==> src/rtl/mandelbrot_result_collector_if.sv <==
// -----------------------------------------------------------------------------
// mandelbrot_result_collector_if
//   Groups everything the result collector exchanges with its neighbours:
//   - engine side : finished / iterations / xpixel / ypixel in, full_queue out
//   - stream side : out_valid / out_ready handshake plus head pixel data
//   - control     : clear (synchronous flush)
//   - status      : overflow (sticky drop flag), count (FIFO occupancy)
//   Modports:
//     slave  - the collector itself (receives results, sources the stream)
//     master - the environment (engine + downstream consumer)
// -----------------------------------------------------------------------------
interface mandelbrot_result_collector_if #(
  parameter int PIXEL_DATA_WIDTH = 32,
  parameter int ITERATIONS_WIDTH = 32,
  parameter int DEPTH            = 16
);
  localparam int CW = $clog2(DEPTH) + 1;

  logic                        clear;
  logic                        finished;
  logic [ITERATIONS_WIDTH-1:0] iterations;
  logic [PIXEL_DATA_WIDTH-1:0] xpixel;
  logic [PIXEL_DATA_WIDTH-1:0] ypixel;
  logic                        full_queue;
  logic                        out_valid;
  logic                        out_ready;
  logic [ITERATIONS_WIDTH-1:0] out_iterations;
  logic [PIXEL_DATA_WIDTH-1:0] out_x;
  logic [PIXEL_DATA_WIDTH-1:0] out_y;
  logic                        out_sof;
  logic                        out_eof;
  logic                        overflow;
  logic [CW-1:0]               count;

  modport slave (
    input  clear, finished, iterations, xpixel, ypixel, out_ready,
    output full_queue, out_valid, out_iterations, out_x, out_y,
           out_sof, out_eof, overflow, count
  );

  modport master (
    output clear, finished, iterations, xpixel, ypixel, out_ready,
    input  full_queue, out_valid, out_iterations, out_x, out_y,
           out_sof, out_eof, overflow, count
  );
endinterface

==> src/rtl/mandelbrot_result_collector.sv <==
// -----------------------------------------------------------------------------
// mandelbrot_result_collector
//   Captures each completed pixel from a mandelbrot_engine (one push per rising
//   edge of finished), buffers it in a first-word-fall-through FIFO and drains
//   it as a valid/ready pixel stream. Start/end-of-frame flags are decoded
//   from the head pixel coordinates.
//   Ports:
//     clk    - single clock, all logic on posedge
//     reset  - asynchronous, active-high; empties the FIFO immediately
//     bus    - mandelbrot_result_collector_if.slave (engine inputs, backpressure,
//              output stream, clear, overflow, count)
// -----------------------------------------------------------------------------
module mandelbrot_result_collector #(
  parameter int PIXEL_DATA_WIDTH = 32,
  parameter int ITERATIONS_WIDTH = 32,
  parameter int DEPTH            = 16,
  parameter int FULL_MARGIN      = 2,
  parameter int SCREEN_WIDTH     = 1280,
  parameter int SCREEN_HEIGHT    = 720
) (
  input logic                          clk,
  input logic                          reset,
  mandelbrot_result_collector_if.slave bus
);
  localparam int AW = $clog2(DEPTH);
  localparam int CW = AW + 1;

  localparam logic [CW-1:0] DEPTH_C  = CW'(DEPTH);
  localparam logic [CW-1:0] THRESH_C = CW'(DEPTH - FULL_MARGIN);

  localparam logic [PIXEL_DATA_WIDTH-1:0] LAST_X = PIXEL_DATA_WIDTH'(SCREEN_WIDTH - 1);
  localparam logic [PIXEL_DATA_WIDTH-1:0] LAST_Y = PIXEL_DATA_WIDTH'(SCREEN_HEIGHT - 1);

  typedef struct packed {
    logic [ITERATIONS_WIDTH-1:0] iterations;
    logic [PIXEL_DATA_WIDTH-1:0] x;
    logic [PIXEL_DATA_WIDTH-1:0] y;
  } entry_t;

  entry_t        r_mem [DEPTH];
  logic [AW-1:0] r_wr_ptr;
  logic [AW-1:0] r_rd_ptr;
  logic [CW-1:0] r_count;
  logic          r_fin_q;
  logic          r_full_queue;
  logic          r_overflow;

  logic          w_push_req;
  logic          w_push_ok;
  logic          w_pop;
  logic          w_out_valid;
  logic [CW-1:0] w_count_next;
  entry_t        w_head;

  // Edge detect: a level-high finished yields one push only. r_fin_q resets
  // to 1 so a finished already high at reset release is not mistaken for a result.
  assign w_push_req  = bus.finished & ~r_fin_q;
  assign w_out_valid = (r_count != '0);
  assign w_pop       = w_out_valid & bus.out_ready;
  // A full FIFO still accepts a push when the head leaves in the same cycle.
  assign w_push_ok   = w_push_req & ((r_count != DEPTH_C) | w_pop);

  always_comb begin
    w_count_next = r_count;
    if (bus.clear)              w_count_next = '0;
    else if (w_push_ok && !w_pop) w_count_next = r_count + CW'(1);
    else if (!w_push_ok && w_pop) w_count_next = r_count - CW'(1);
  end

  // NOTE: sequential state uses non-blocking assignments so every register
  // samples pre-edge values, independent of process ordering.
  always_ff @(posedge clk or posedge reset) begin
    if (reset) begin
      r_wr_ptr     <= '0;
      r_rd_ptr     <= '0;
      r_count      <= '0;
      r_fin_q      <= 1'b1;
      r_full_queue <= 1'b0;
      r_overflow   <= 1'b0;
    end else begin
      r_fin_q      <= bus.finished;
      r_count      <= w_count_next;
      // Registered; the margin covers the engine's one-cycle reaction time.
      r_full_queue <= (w_count_next >= THRESH_C);
      if (bus.clear) begin
        r_wr_ptr <= '0;
        r_rd_ptr <= '0;
      end else begin
        if (w_push_ok) r_wr_ptr <= r_wr_ptr + AW'(1);
        if (w_pop)     r_rd_ptr <= r_rd_ptr + AW'(1);
        if (w_push_req && !w_push_ok) r_overflow <= 1'b1;
      end
    end
  end

  // NOTE: storage is deliberately not reset; out_valid=0 whenever count=0,
  // so stale contents are never observable and the array maps to plain RAM.
  always_ff @(posedge clk) begin
    if (!bus.clear && w_push_ok) begin
      r_mem[r_wr_ptr] <= '{iterations: bus.iterations, x: bus.xpixel, y: bus.ypixel};
    end
  end

  assign w_head = r_mem[r_rd_ptr];

  assign bus.out_valid      = w_out_valid;
  assign bus.out_iterations = w_head.iterations;
  assign bus.out_x          = w_head.x;
  assign bus.out_y          = w_head.y;
  assign bus.out_sof        = w_out_valid && (w_head.x == '0)   && (w_head.y == '0);
  assign bus.out_eof        = w_out_valid && (w_head.x == LAST_X) && (w_head.y == LAST_Y);
  assign bus.full_queue     = r_full_queue;
  assign bus.overflow       = r_overflow;
  assign bus.count          = r_count;
endmodule

==> src/flat_wrapper.sv <==
// flat-port wrapper written by rule: the top's interface ports become plain ports
module mandelbrot_result_collector_flat 
#(
  parameter int PIXEL_DATA_WIDTH = 32,
  parameter int ITERATIONS_WIDTH = 32,
  parameter int DEPTH            = 16,
  parameter int FULL_MARGIN      = 2,
  parameter int SCREEN_WIDTH     = 1280,
  parameter int SCREEN_HEIGHT    = 720
)
  (clk, reset, bus_clear, bus_finished, bus_iterations, bus_xpixel, bus_ypixel, bus_out_ready, bus_full_queue, bus_out_valid, bus_out_iterations, bus_out_x, bus_out_y, bus_out_sof, bus_out_eof, bus_overflow, bus_count);
  mandelbrot_result_collector_if #(.PIXEL_DATA_WIDTH(PIXEL_DATA_WIDTH), .ITERATIONS_WIDTH(ITERATIONS_WIDTH), .DEPTH(DEPTH)) bus_i ();
  input logic clk;
  input logic reset;
  input wire logic [$bits(bus_i.clear)-1:0] bus_clear;
  input wire logic [$bits(bus_i.finished)-1:0] bus_finished;
  input wire logic [$bits(bus_i.iterations)-1:0] bus_iterations;
  input wire logic [$bits(bus_i.xpixel)-1:0] bus_xpixel;
  input wire logic [$bits(bus_i.ypixel)-1:0] bus_ypixel;
  input wire logic [$bits(bus_i.out_ready)-1:0] bus_out_ready;
  output wire logic [$bits(bus_i.full_queue)-1:0] bus_full_queue;
  output wire logic [$bits(bus_i.out_valid)-1:0] bus_out_valid;
  output wire logic [$bits(bus_i.out_iterations)-1:0] bus_out_iterations;
  output wire logic [$bits(bus_i.out_x)-1:0] bus_out_x;
  output wire logic [$bits(bus_i.out_y)-1:0] bus_out_y;
  output wire logic [$bits(bus_i.out_sof)-1:0] bus_out_sof;
  output wire logic [$bits(bus_i.out_eof)-1:0] bus_out_eof;
  output wire logic [$bits(bus_i.overflow)-1:0] bus_overflow;
  output wire logic [$bits(bus_i.count)-1:0] bus_count;
  assign bus_i.clear = bus_clear;
  assign bus_i.finished = bus_finished;
  assign bus_i.iterations = bus_iterations;
  assign bus_i.xpixel = bus_xpixel;
  assign bus_i.ypixel = bus_ypixel;
  assign bus_i.out_ready = bus_out_ready;
  assign bus_full_queue = bus_i.full_queue;
  assign bus_out_valid = bus_i.out_valid;
  assign bus_out_iterations = bus_i.out_iterations;
  assign bus_out_x = bus_i.out_x;
  assign bus_out_y = bus_i.out_y;
  assign bus_out_sof = bus_i.out_sof;
  assign bus_out_eof = bus_i.out_eof;
  assign bus_overflow = bus_i.overflow;
  assign bus_count = bus_i.count;
  mandelbrot_result_collector #(.PIXEL_DATA_WIDTH(PIXEL_DATA_WIDTH), .ITERATIONS_WIDTH(ITERATIONS_WIDTH), .DEPTH(DEPTH), .FULL_MARGIN(FULL_MARGIN), .SCREEN_WIDTH(SCREEN_WIDTH), .SCREEN_HEIGHT(SCREEN_HEIGHT)) u_core (.clk(clk), .reset(reset), .bus(bus_i));
endmodule
==> config.mk <==
export PLATFORM = sky130hd
export DESIGN_NAME = mandelbrot_result_collector_flat
export DESIGN_NICKNAME = d
export VERILOG_FILES = /design/src/rtl/mandelbrot_result_collector_if.sv /design/src/rtl/mandelbrot_result_collector.sv /design/src/flat_wrapper.sv
export SDC_FILE = /design/constraint.sdc
export NUM_CORES = 1
export LEC_CHECK = 0
export BUFFER_PORTS_ARGS = -buffer_cell sky130_fd_sc_hd__buf_2
export CAP_MARGIN = 20
export CORE_UTILIZATION = 30
export DETAILED_ROUTE_END_ITERATION = 16
export HOLD_SLACK_MARGIN = 0.06
export PLACE_DENSITY_LB_ADDON = 0.15
export SYNTH_ARGS = -nofsm -noshare
export SYNTH_HDL_FRONTEND = slang
export SYNTH_SLANG_ARGS = --single-unit
==> constraint.sdc <==
create_clock -name clk -period 24.2 [get_ports clk]
set_input_delay 2.42 -clock clk [delete_from_list [all_inputs] [get_ports clk]]
set_output_delay 2.42 -clock clk [all_outputs]
set_load 0.01 [all_outputs]
**Word level (Yosys, flattened, before mapping)**

Memory sizes are Yosys's and may differ from the RTL's.
Index checks and enable logic that the tools add are counted.

- Register bits: 16
- RAM bits: 1536
- Output and inout bits: 106
- Memories: 1

Memory list:

| name | words | width | rd ports | clocked after memory_dff | wr ports | line | RTL |
|---|---|---|---|---|---|---|---|
| u_core.r_mem | 16 | 96 | 1 | 0 | 1 | mandelbrot_result_collector.sv:40 | `entry_t r_mem [DEPTH];` |

- Add/sub/neg operators: 4
- $lt $le $gt $ge: 1
- Equality and inequality tests: 3
- Mux-type cells: 9
- Bitwise logic cells: 6
- Reduce and logical (&&, ||, !) cells: 17

Operators by type and width:

| operator | number |
|---|---|
| 32-bit logical NOT | 2 |
| 32-bit by 10-bit equality test with 1-bit output, second input constant | 1 |
| 32-bit by 11-bit equality test with 1-bit output, second input constant | 1 |
| 4-bit 2-to-1 mux | 4 |
| 5-bit 2-to-1 mux | 3 |
| 4-bit by 1-bit adder with 4-bit output, second input constant | 2 |
| 1-bit logical AND | 8 |
| 5-bit by 1-bit adder with 5-bit output, second input constant | 1 |
| 5-bit by 4-bit greater-or-equal comparator with 1-bit output, second input constant | 1 |
| 5-bit != test, second input constant | 1 |
| 5-bit nonzero test | 1 |
| 5-bit by 1-bit subtractor with 5-bit output, second input constant | 1 |
| 2-bit nonzero test | 2 |
| 1-bit AND | 3 |
| 1-bit logical NOT | 3 |
| 1-bit 2-to-1 mux | 2 |
| 1-bit NOT | 2 |
| 2-bit AND reduction | 1 |
| 1-bit bitwise OR | 1 |

**Depth between registers and ports, before layout**

Gate-level depths: netlist of the first run.

- Depth in word-level cells: 10
- Depth in mapped cells: 13
- Gate-level depth less buffers: 9

**Worst setup path before layout of the first run**

No wires, ideal clock.

- Kind: input-to-reg
- From: in bus_out_ready
- To: mem u_core.r_mem[4][0] (netlist name) (enable)
- Arrival time: 9.572 ns
- Data required time: 23.532 ns
- Slack: 13.960 ns
- Cell stages on the path: 5
- Path buffers: 0
- Cells stage by stage: inv_1 -> and3_1 -> nor3_1 -> nand2_1 -> nor3_1

- Longest elaborated chain between the ends: 6

RTL lines:

| item | line | RTL |
|---|---|---|
| start, declared | flat_wrapper.sv:20 | `input wire logic [$bits(bus_i.out_ready)-1:0] bus_out_ready;` |
| 1-bit AND | mandelbrot_result_collector.sv:59 | `assign w_pop = w_out_valid & bus.out_ready;` |
| 1-bit bitwise OR | mandelbrot_result_collector.sv:61 | `assign w_push_ok = w_push_req & ((r_count != DEPTH_C) \| w_pop);` |
| 1-bit AND | mandelbrot_result_collector.sv:61 |  |
| 1-bit logical AND | mandelbrot_result_collector.sv:99 | `if (!bus.clear && w_push_ok) begin` |
| 1-bit 2-to-1 mux | mandelbrot_result_collector.sv:99 |  |
| 1-bit 2-to-1 mux (implied by the code) | mandelbrot_result_collector.sv:100 | `r_mem[r_wr_ptr] <= '{iterations: bus.iterations, x: bus.xpixel, y: bus.ypixel};` |
| end, declared | mandelbrot_result_collector.sv:40 |  |

Every way passes these cells.

**Worst setup path after layout of the first run**

- From: reg u_core.r_rd_ptr[0]
- To: out bus_out_sof

- Longest elaborated chain between the ends: 4
- Elaborated cells between the ends (all ways): 5
- Classes of those cells: reduce/logical: 4; memory: 1

RTL lines:

| item | line | RTL |
|---|---|---|
| start, declared | mandelbrot_result_collector.sv:42 | `logic [AW-1:0] r_rd_ptr;` |
| start signal, assigned | mandelbrot_result_collector.sv:90 | `if (w_pop) r_rd_ptr <= r_rd_ptr + AW'(1);` |
| memory read 16 x 96 bit * | n/a |  |
| 32-bit logical NOT | mandelbrot_result_collector.sv:110 | `assign bus.out_sof = w_out_valid && (w_head.x == '0) && (w_head.y == '0);` |
| 1-bit logical AND | mandelbrot_result_collector.sv:110 |  |
| 1-bit logical AND * | mandelbrot_result_collector.sv:110 |  |
| end, declared | flat_wrapper.sv:26 | `output wire logic [$bits(bus_i.out_sof)-1:0] bus_out_sof;` |

Mark *: on every way between the ends. The rest lies on a longest branch, timed or not.

==> results.md, run 1 <==
* End of the worst hold path: u_core.bus.overflow
* Critical R2R Launch: u_core.bus.count[0]
* PwrDens at 92.03 mW/mm^2
* ANT nets after route at 0
* Max-slew headroom at 24.44%
* Worst skew pair latency at 0.79 ns
* Routability congestion estimate at 0.7091
* RSZ-0062 raised after global routing: false
* Slew @ Worst Pin at 1.133 ns
* Die Area at 0.1969 mm^2
* Fin nets at 2771
* H-Tree Depth at 4
* WL/cell at 29.22 um
* Critical Path AT at 7.51 ns
* Seq/Total Area, Yosys at 79.47%
* Height of the die at 443.8 um
* Largest net degree at the start of global routing at 143
* Total gr overflow at 0
* Final Max Tran Viols at 0
* Worst hold start: u_core.bus.overflow
* Share of cells above drive strength 1 at 33.51%
* R2R setup slack at 19.20 ns
* Total track usage at 15.85%
* CTS Hold Bufs at 0
* Top_reg_cell synth: edfxtp_1
* Avg Cell Area, Syn at 24.83 um^2
* Fin crit period at 9.935 ns
* Initial DRT Pass Iterations at 5
* Number of synthesized flops with an enable pin at 1536
* CP Launch Type: flip-flop
* Routed WL at 155.7 mm
* Crit-path max FO at 50
* CP Capture Type: output pin
* Status: finished clean
* Syn Inst Count at 2358
* CTS tree: built
* Synthesized flop and latch total at 1552
* Number of setup violations in the final report at 0
* Core Area at 0.1932 mm^2
* Sink Count at 1552
* Yosys warns at 0
* Finished Layout Cells at 5329
* CTS Buf Count at 172
* Tightest Hold Check Type: flip-flop to flip-flop
* DRC viols at 0
* Layout area overhead at 16.41%
* Max cap viols at 0
* IO Pins at 207
* Critical Path RT at 21.78 ns
* Port Buf Inserts at 206
* Setup TNS at 0 ns
* Row count at 161
* Post-DP HPWL at 75.10 mm
* Hold Crit Depth at 1
* Reg2reg end: u_core.r_mem[0][50]
* Initial antenna violation count at 46
* CTS root buffer: clkbuf_16
* Crit share post-route at 41.05%
* Global-route wire length before repair at 219.7 mm
* Synth cell types at 43
* Die X at 443.8 um
* Post-CTS sizing at 0
* Via count at 26530
* Commonest non-fill, non-tap cell in the layout: edfxtp_1
* Most frequent cells in the layout: edfxtp_1, mux4_2, buf_2
* Synth Cell Area at 0.05854 mm^2
* Vias in the first global route at 28530
* Drt initial violations at 2260
* Max Clock Freq at 100.7 MHz
* R2R depth at 9
* Dpl cells at 5015
* Power Total at 6272 uW
* Initial Util at 30.30%
* Pleak at 0.02062 uW
* Postcts setup bufs at 0
* Clock Skews at 0.02330 ns
* Asr flop ratio synth at 1.031%
* Vias/cell at 4.977
* Worst VDD drop at 0.00005408 V
* Syn Nets at 2466
* Critical Setup Path Class: flip-flop to output pin
* Final hold vios at 0
* Clk slew on worst S/H paths at 0.06 ns
* Clk buf depth at 3
==> report_power, final <==
part / leakage, uW / internal, uW / total, uW / switching (uW)
registers: 0.0140 / 2970 / 2990 / 27.0
clock network: 0.00262 / 1450 / 2500 / 1050
logic: 0.00398 / 378 / 775 / 397
total: 0.0206 / 4790 / 6270 / 1480
==> synthesized netlist by cell type, drive strengths merged (3+ instances only) <==
| library cell | count | area [um^2] |
|---|---|---|
| clkbuf | 67 | 251.5 |
| or4 | 3 | 22.52 |
| xnor2 | 4 | 35.03 |
| edfxtp | 1536 | 46120 |
| nor2b | 3 | 18.77 |
| inv | 10 | 37.54 |
| dfrtp | 15 | 375.4 |
| and2 | 7 | 43.79 |
| nor2 | 20 | 75.07 |
| a21oi | 3 | 15.01 |
| nor4 | 14 | 93.84 |
| buf | 53 | 301.5 |
| nand4 | 9 | 56.30 |
| nand3 | 3 | 15.01 |
| nand2 | 51 | 191.4 |
| mux4 | 440 | 9947 |
| nor3 | 10 | 50.05 |
| xor2 | 5 | 43.79 |
| a22oi | 80 | 600.6 |
| ha | 7 | 87.58 |
==> state kept, by name (all words and copies together), names as in the netlist <==
register and cells:
u_core.r_fin_q 1, u_core.bus.overflow 1, u_core.r_wr_ptr 4, u_core.bus.count 5, u_core.bus.full_queue 1, u_core.r_rd_ptr 4, u_core.r_mem 1536
==> routing by layer <==
metal | global-route usage [%] | up-vias | routed length, um
met5 | 0 | - | 185
met1 | 20.60 | 14650 | 66370
met4 | 3.471 | 28 | 2883
met2 | 27.27 | 690 | 79070
li1 | - | 10910 | -
met3 | 3.201 | 253 | 7185
==> per-stage QoR <==
stage	util, %	cell area, um^2	setup slack, ns	hold WS, ns
floorplan	-	58540	13.96	0.4932
global placement	32.49	62760	14.77	0.4492
detailed placement	32.49	62760	14.70	0.4565
CTS	35.26	68130	13.79	0.4704
global route	35.28	68150	13.51	0.5078
finish	35.28	68150	14.27	0.4657
==> cells by family (layout without fill, tap and decap cells) <==
logic type / count (synthesis) / in the layout / share of synthesized area, %
xor gates and xnor gates: 9 / 9 / 0.1346
other: 0 / 10 / 0
buffers and inverters: 130 / 565 / 1.009
adders and majority gates: 7 / 7 / 0.1496
DFF: 1552 / 1552 / 79.47
AOI/OAI and AO/OA: 91 / 91 / 1.152
and+or+nand+nor: 128 / 128 / 1.073
muxes: 441 / 441 / 17.01
==> worst max-delay path, cell delays in order, from the launching register on <==
cell     delay, ns
dfrtp_4       0.89
buf_4         0.88
buf_4         0.92
buf_4         0.80
mux4_2        0.59
a22oi_1       0.24
nand2_1       0.16
nor4_1        0.57
nand4_1       0.29
nor4_2        0.82
and4_1        0.30
buf_2         0.13
==> cell type report <==
type | instances | area, um^2
repair buffers | 251 | 1494
inverters | 10 | 37.54
clock inverters | 90 | 815.8
flip-flops and latches | 1552 | 46540
clock buffers | 214 | 4547
diodes | 10 | 25.02
fillers | 17600 | 125000
well taps | 2526 | 3161
multi-input cells | 676 | 11530
==> worst max path at each step <==
stage | endpoint | slack [ns] | start | depth (start not counted)
final | bus_out_sof | 14.27 | u_core.r_rd_ptr[0] | 11
after global routing | bus_out_sof | 13.51 | u_core.r_rd_ptr[0] | 11
after CTS | bus_out_sof | 13.79 | u_core.r_rd_ptr[0] | 11
after detailed placement | bus_out_sof | 14.70 | u_core.r_rd_ptr[0] | 11
after global placement | bus_out_sof | 14.77 | u_core.r_rd_ptr[0] | 11
after floorplan | u_core.r_mem[4][0] | 13.96 | bus_out_ready | 5
Power figures use the tool's default switching activity.
==> run 2, diff against run 1 <==
--- a/config.mk
+++ b/config.mk
@@ -5,6 +5,7 @@
 export SDC_FILE = /design/constraint.sdc
 export NUM_CORES = 1
 export LEC_CHECK = 0
+export ABC_AREA = 1
 export BUFFER_PORTS_ARGS = -buffer_cell sky130_fd_sc_hd__buf_2
 export CAP_MARGIN = 20
 export CORE_UTILIZATION = 30
==> constraint.sdc (replaced) <==
create_clock -name clk -period 8.6 [get_ports clk]
set_input_delay 0.86 -clock clk [delete_from_list [all_inputs] [get_ports clk]]
set_output_delay 0.86 -clock clk [all_outputs]
set_load 0.01 [all_outputs]
==> run 2 against run 1 <==
Net effect: setup slack got worse by 12 ns; total power rose to 2.9 times the previous value; non-clock buffer count rose by 5; critical path depth rose by 2; via count rose by 50%; first-iteration DRC count rose by 37%; final cell count rose by 55%; synthesized cell count rose by 120%; clock power rose to 2.8 times the previous value; sequential power rose to 2.8 times the previous value; routed wire length rose by 22%; critical path type unchanged; largest power group unchanged; highest routed layer unchanged.
==> results.md, run 2 <==
* Clk buf depth at 3
* Post-CTS sizing at 0
* Postcts setup bufs at 0
* Comb power frac at 15.6%
* Clk slew on worst S/H paths at 0.06 ns
* Synth Cell Area at 0.06301 mm^2
* R2R setup slack at 4.73 ns
* Synth cell types at 32
* Clock Skews at 0.02484 ns
* Syn Nets at 5303
* IO Pins at 207
* Total track usage at 17.76%
* Mux share of post-synthesis cell area at 0%
* Reg2reg end: u_core.r_mem[3][6]
* Power Total at 18360 uW
* RSZ-0062 raised after global routing: false
* Number of synthesized flops with an enable pin at 1536
* Synth area leader: edfxtp_1
* Clock power share at 38.6%
* Via count at 39680
* PwrDens at 254.9 mW/mm^2
* Largest cells by area after synthesis: edfxtp_1, nand2_1, nand3_1
* Worst skew pair latency at 0.81 ns
* NetSw at 5165 uW
* Post-synth top cells: edfxtp_1, nand2_1, nor2_1
* WL/cell at 23.06 um
* Avg Cell Area, Syn at 12.13 um^2
* XOR/XNOR Fraction of Synth Area at 0.04170%
* Final hold vios at 0
* Sw Share at 28.14%
* Pleak at 0.02545 uW
* Slew @ Worst Pin at 1.070 ns
* Drt initial violations at 3091
* Number of setup violations in the final report at 0
* Count leader, synth: edfxtp_1
* Synth Area in Adders at 0.1390%
* DRC viols at 0
* Post-Synth Simple-Gate Area at 14.92%
* ANT nets after route at 0
* Port Buf Inserts at 206
* Status: finished clean
* Die X at 460.3 um
* Placed instance area at 0.06662 mm^2
* Asr flop ratio synth at 1.031%
* Initial Util at 30.31%
* Initial DRT Pass Iterations at 6
* Share of cells above drive strength 1 at 9.420%
* Vias in the first global route at 38750
* Largest family of logic cells by synthesized area: simple AND/OR/NAND/NOR gates
* Critical Path RT at 7.74 ns
* Commonest non-fill, non-tap cell in the layout: edfxtp_1
* Setup slack at placement at 3.192 ns
* Max-slew headroom at 28.69%
* Crit-path max FO at 51
* Synth Area in Compound Gates at 6.449%
* Layout area overhead at 14.30%
* Yosys warns at 0
* CP Capture Type: output pin
* Sink Count at 1552
* Largest register FFs at 1536
* Final Max Tran Viols at 0
* Critical R2R Launch: u_core.bus.count[0]
* CP Launch Type: flip-flop
* Most flop-heavy register: u_core.r_mem
* Initial antenna violation count at 53
* Fin crit period at 6.146 ns
* Fin util at 34.64%
* Critical Setup Path Class: flip-flop to output pin
* Top cell type's share of synthesized area at 73.20%
* Crit share post-route at 71.46%
* Core Area at 0.2079 mm^2
* Total gr overflow at 0
* Flop pwr share at 45.8%
* Most frequent cells in the layout: edfxtp_1, nand2_1, nor2_1
* Routed WL at 190.1 mm
* Fin nets at 5415
* Vias/cell at 4.814
* Critical Path AT at 5.29 ns
* CTS root buffer: clkbuf_16
* Max Clock Freq at 162.7 MHz
* Post-DP HPWL at 84.37 mm
* Die Area at 0.2119 mm^2
* Internal at 13190 uW
* Global-route wire length before repair at 274.0 mm
* Height of the die at 460.3 um
* Seq/Total Area, Yosys at 73.83%
* Routability congestion estimate at 0.7231
* R2R depth at 10
* Worst VDD drop at 0.0002144 V
* Setup TNS at 0 ns
* Critical path origin: u_core.r_rd_ptr[2]
* CTS Hold Bufs at 0
* Max cap viols at 0
* CP endpoint: bus_out_sof
* Tightest Hold Check Type: primary input to asynchronous set/reset pin
* Synthesized flop and latch total at 1552
* CTS tree: built
* H-Tree Depth at 4
* Syn Inst Count at 5195
* Top_reg_cell synth: edfxtp_1
* Largest net degree at the start of global routing at 243
* Row count at 167
* CTS Buf Count at 173
* Post-route cell area at 0.07202 mm^2
* Setup WS post-layout at 2.454 ns
run 2: worst min path at each step:
stage,endpoint,slack (ns),depth (start not counted)
floorplan,u_core.bus.overflow,0.51,1
global placement,u_core.bus.overflow,0.46,1
detailed placement,u_core.bus.overflow,0.45,1
CTS,u_core.r_fin_q,0.11,1
global route,u_core.r_fin_q,0.13,1
finish,u_core.bus.overflow,0.18,2
run 2: cell type report:
class / count / area, um^2
repair buffers: 256 / 1689
diodes: 8 / 20.02
clock inverters: 82 / 718.2
flip-flops and latches: 1552 / 46540
fillers: 20540 / 135900
well taps: 2788 / 3488
multi-input cells: 3007 / 13700
clock buffers: 232 / 4636
inverters: 317 / 1229
run 2: critical path, stage by stage (launching register included):
cell and delay (ns):
dfrtp_4 0.91, buf_4 0.72, buf_4 0.82, nand3_1 0.15, nand3_1 0.14, nand2_1 0.09
inv_1 0.05, nand2_1 0.10, nor2_1 0.12, nand2_1 0.24, nor2_1 0.18, nand2_1 0.21
nor2_1 0.38, buf_2 0.21
run 2: power groups by stage:
stage               clock network, uW  logic, uW  registers [uW]
global placement                    0       2920            8560
global route                     7570       3220            8400
detailed placement                  0       2920            8560
floorplan                           0       1910            8530
finish                           7090       2860            8400
CTS                              7280       2920            8400
run 2: cell families (layout without fill, tap and decap cells):
kind of cell,Yosys count,in the layout
other,0,8
buffers and inverters,636,887
DFF,1552,1552
xor gates and xnor gates,3,3
adders and majority gates,7,7
and+or+nand+nor,2324,2324
AOI/OAI and AO/OA,673,673
run 2: per-stage QoR:
step                cells  hold WS (ns)
global placement     7919        0.4567
global route         8238        0.1310
floorplan            5195        0.5117
finish               8242        0.1761
CTS                  8233        0.1108
detailed placement   7919        0.4533
run 2: metal layers:
metal,GRT usage (%),routed length (um)
met5,0,197
met4,3.756,3288
met3,3.900,11200
met2,29.27,89750
met1,23.83,85640
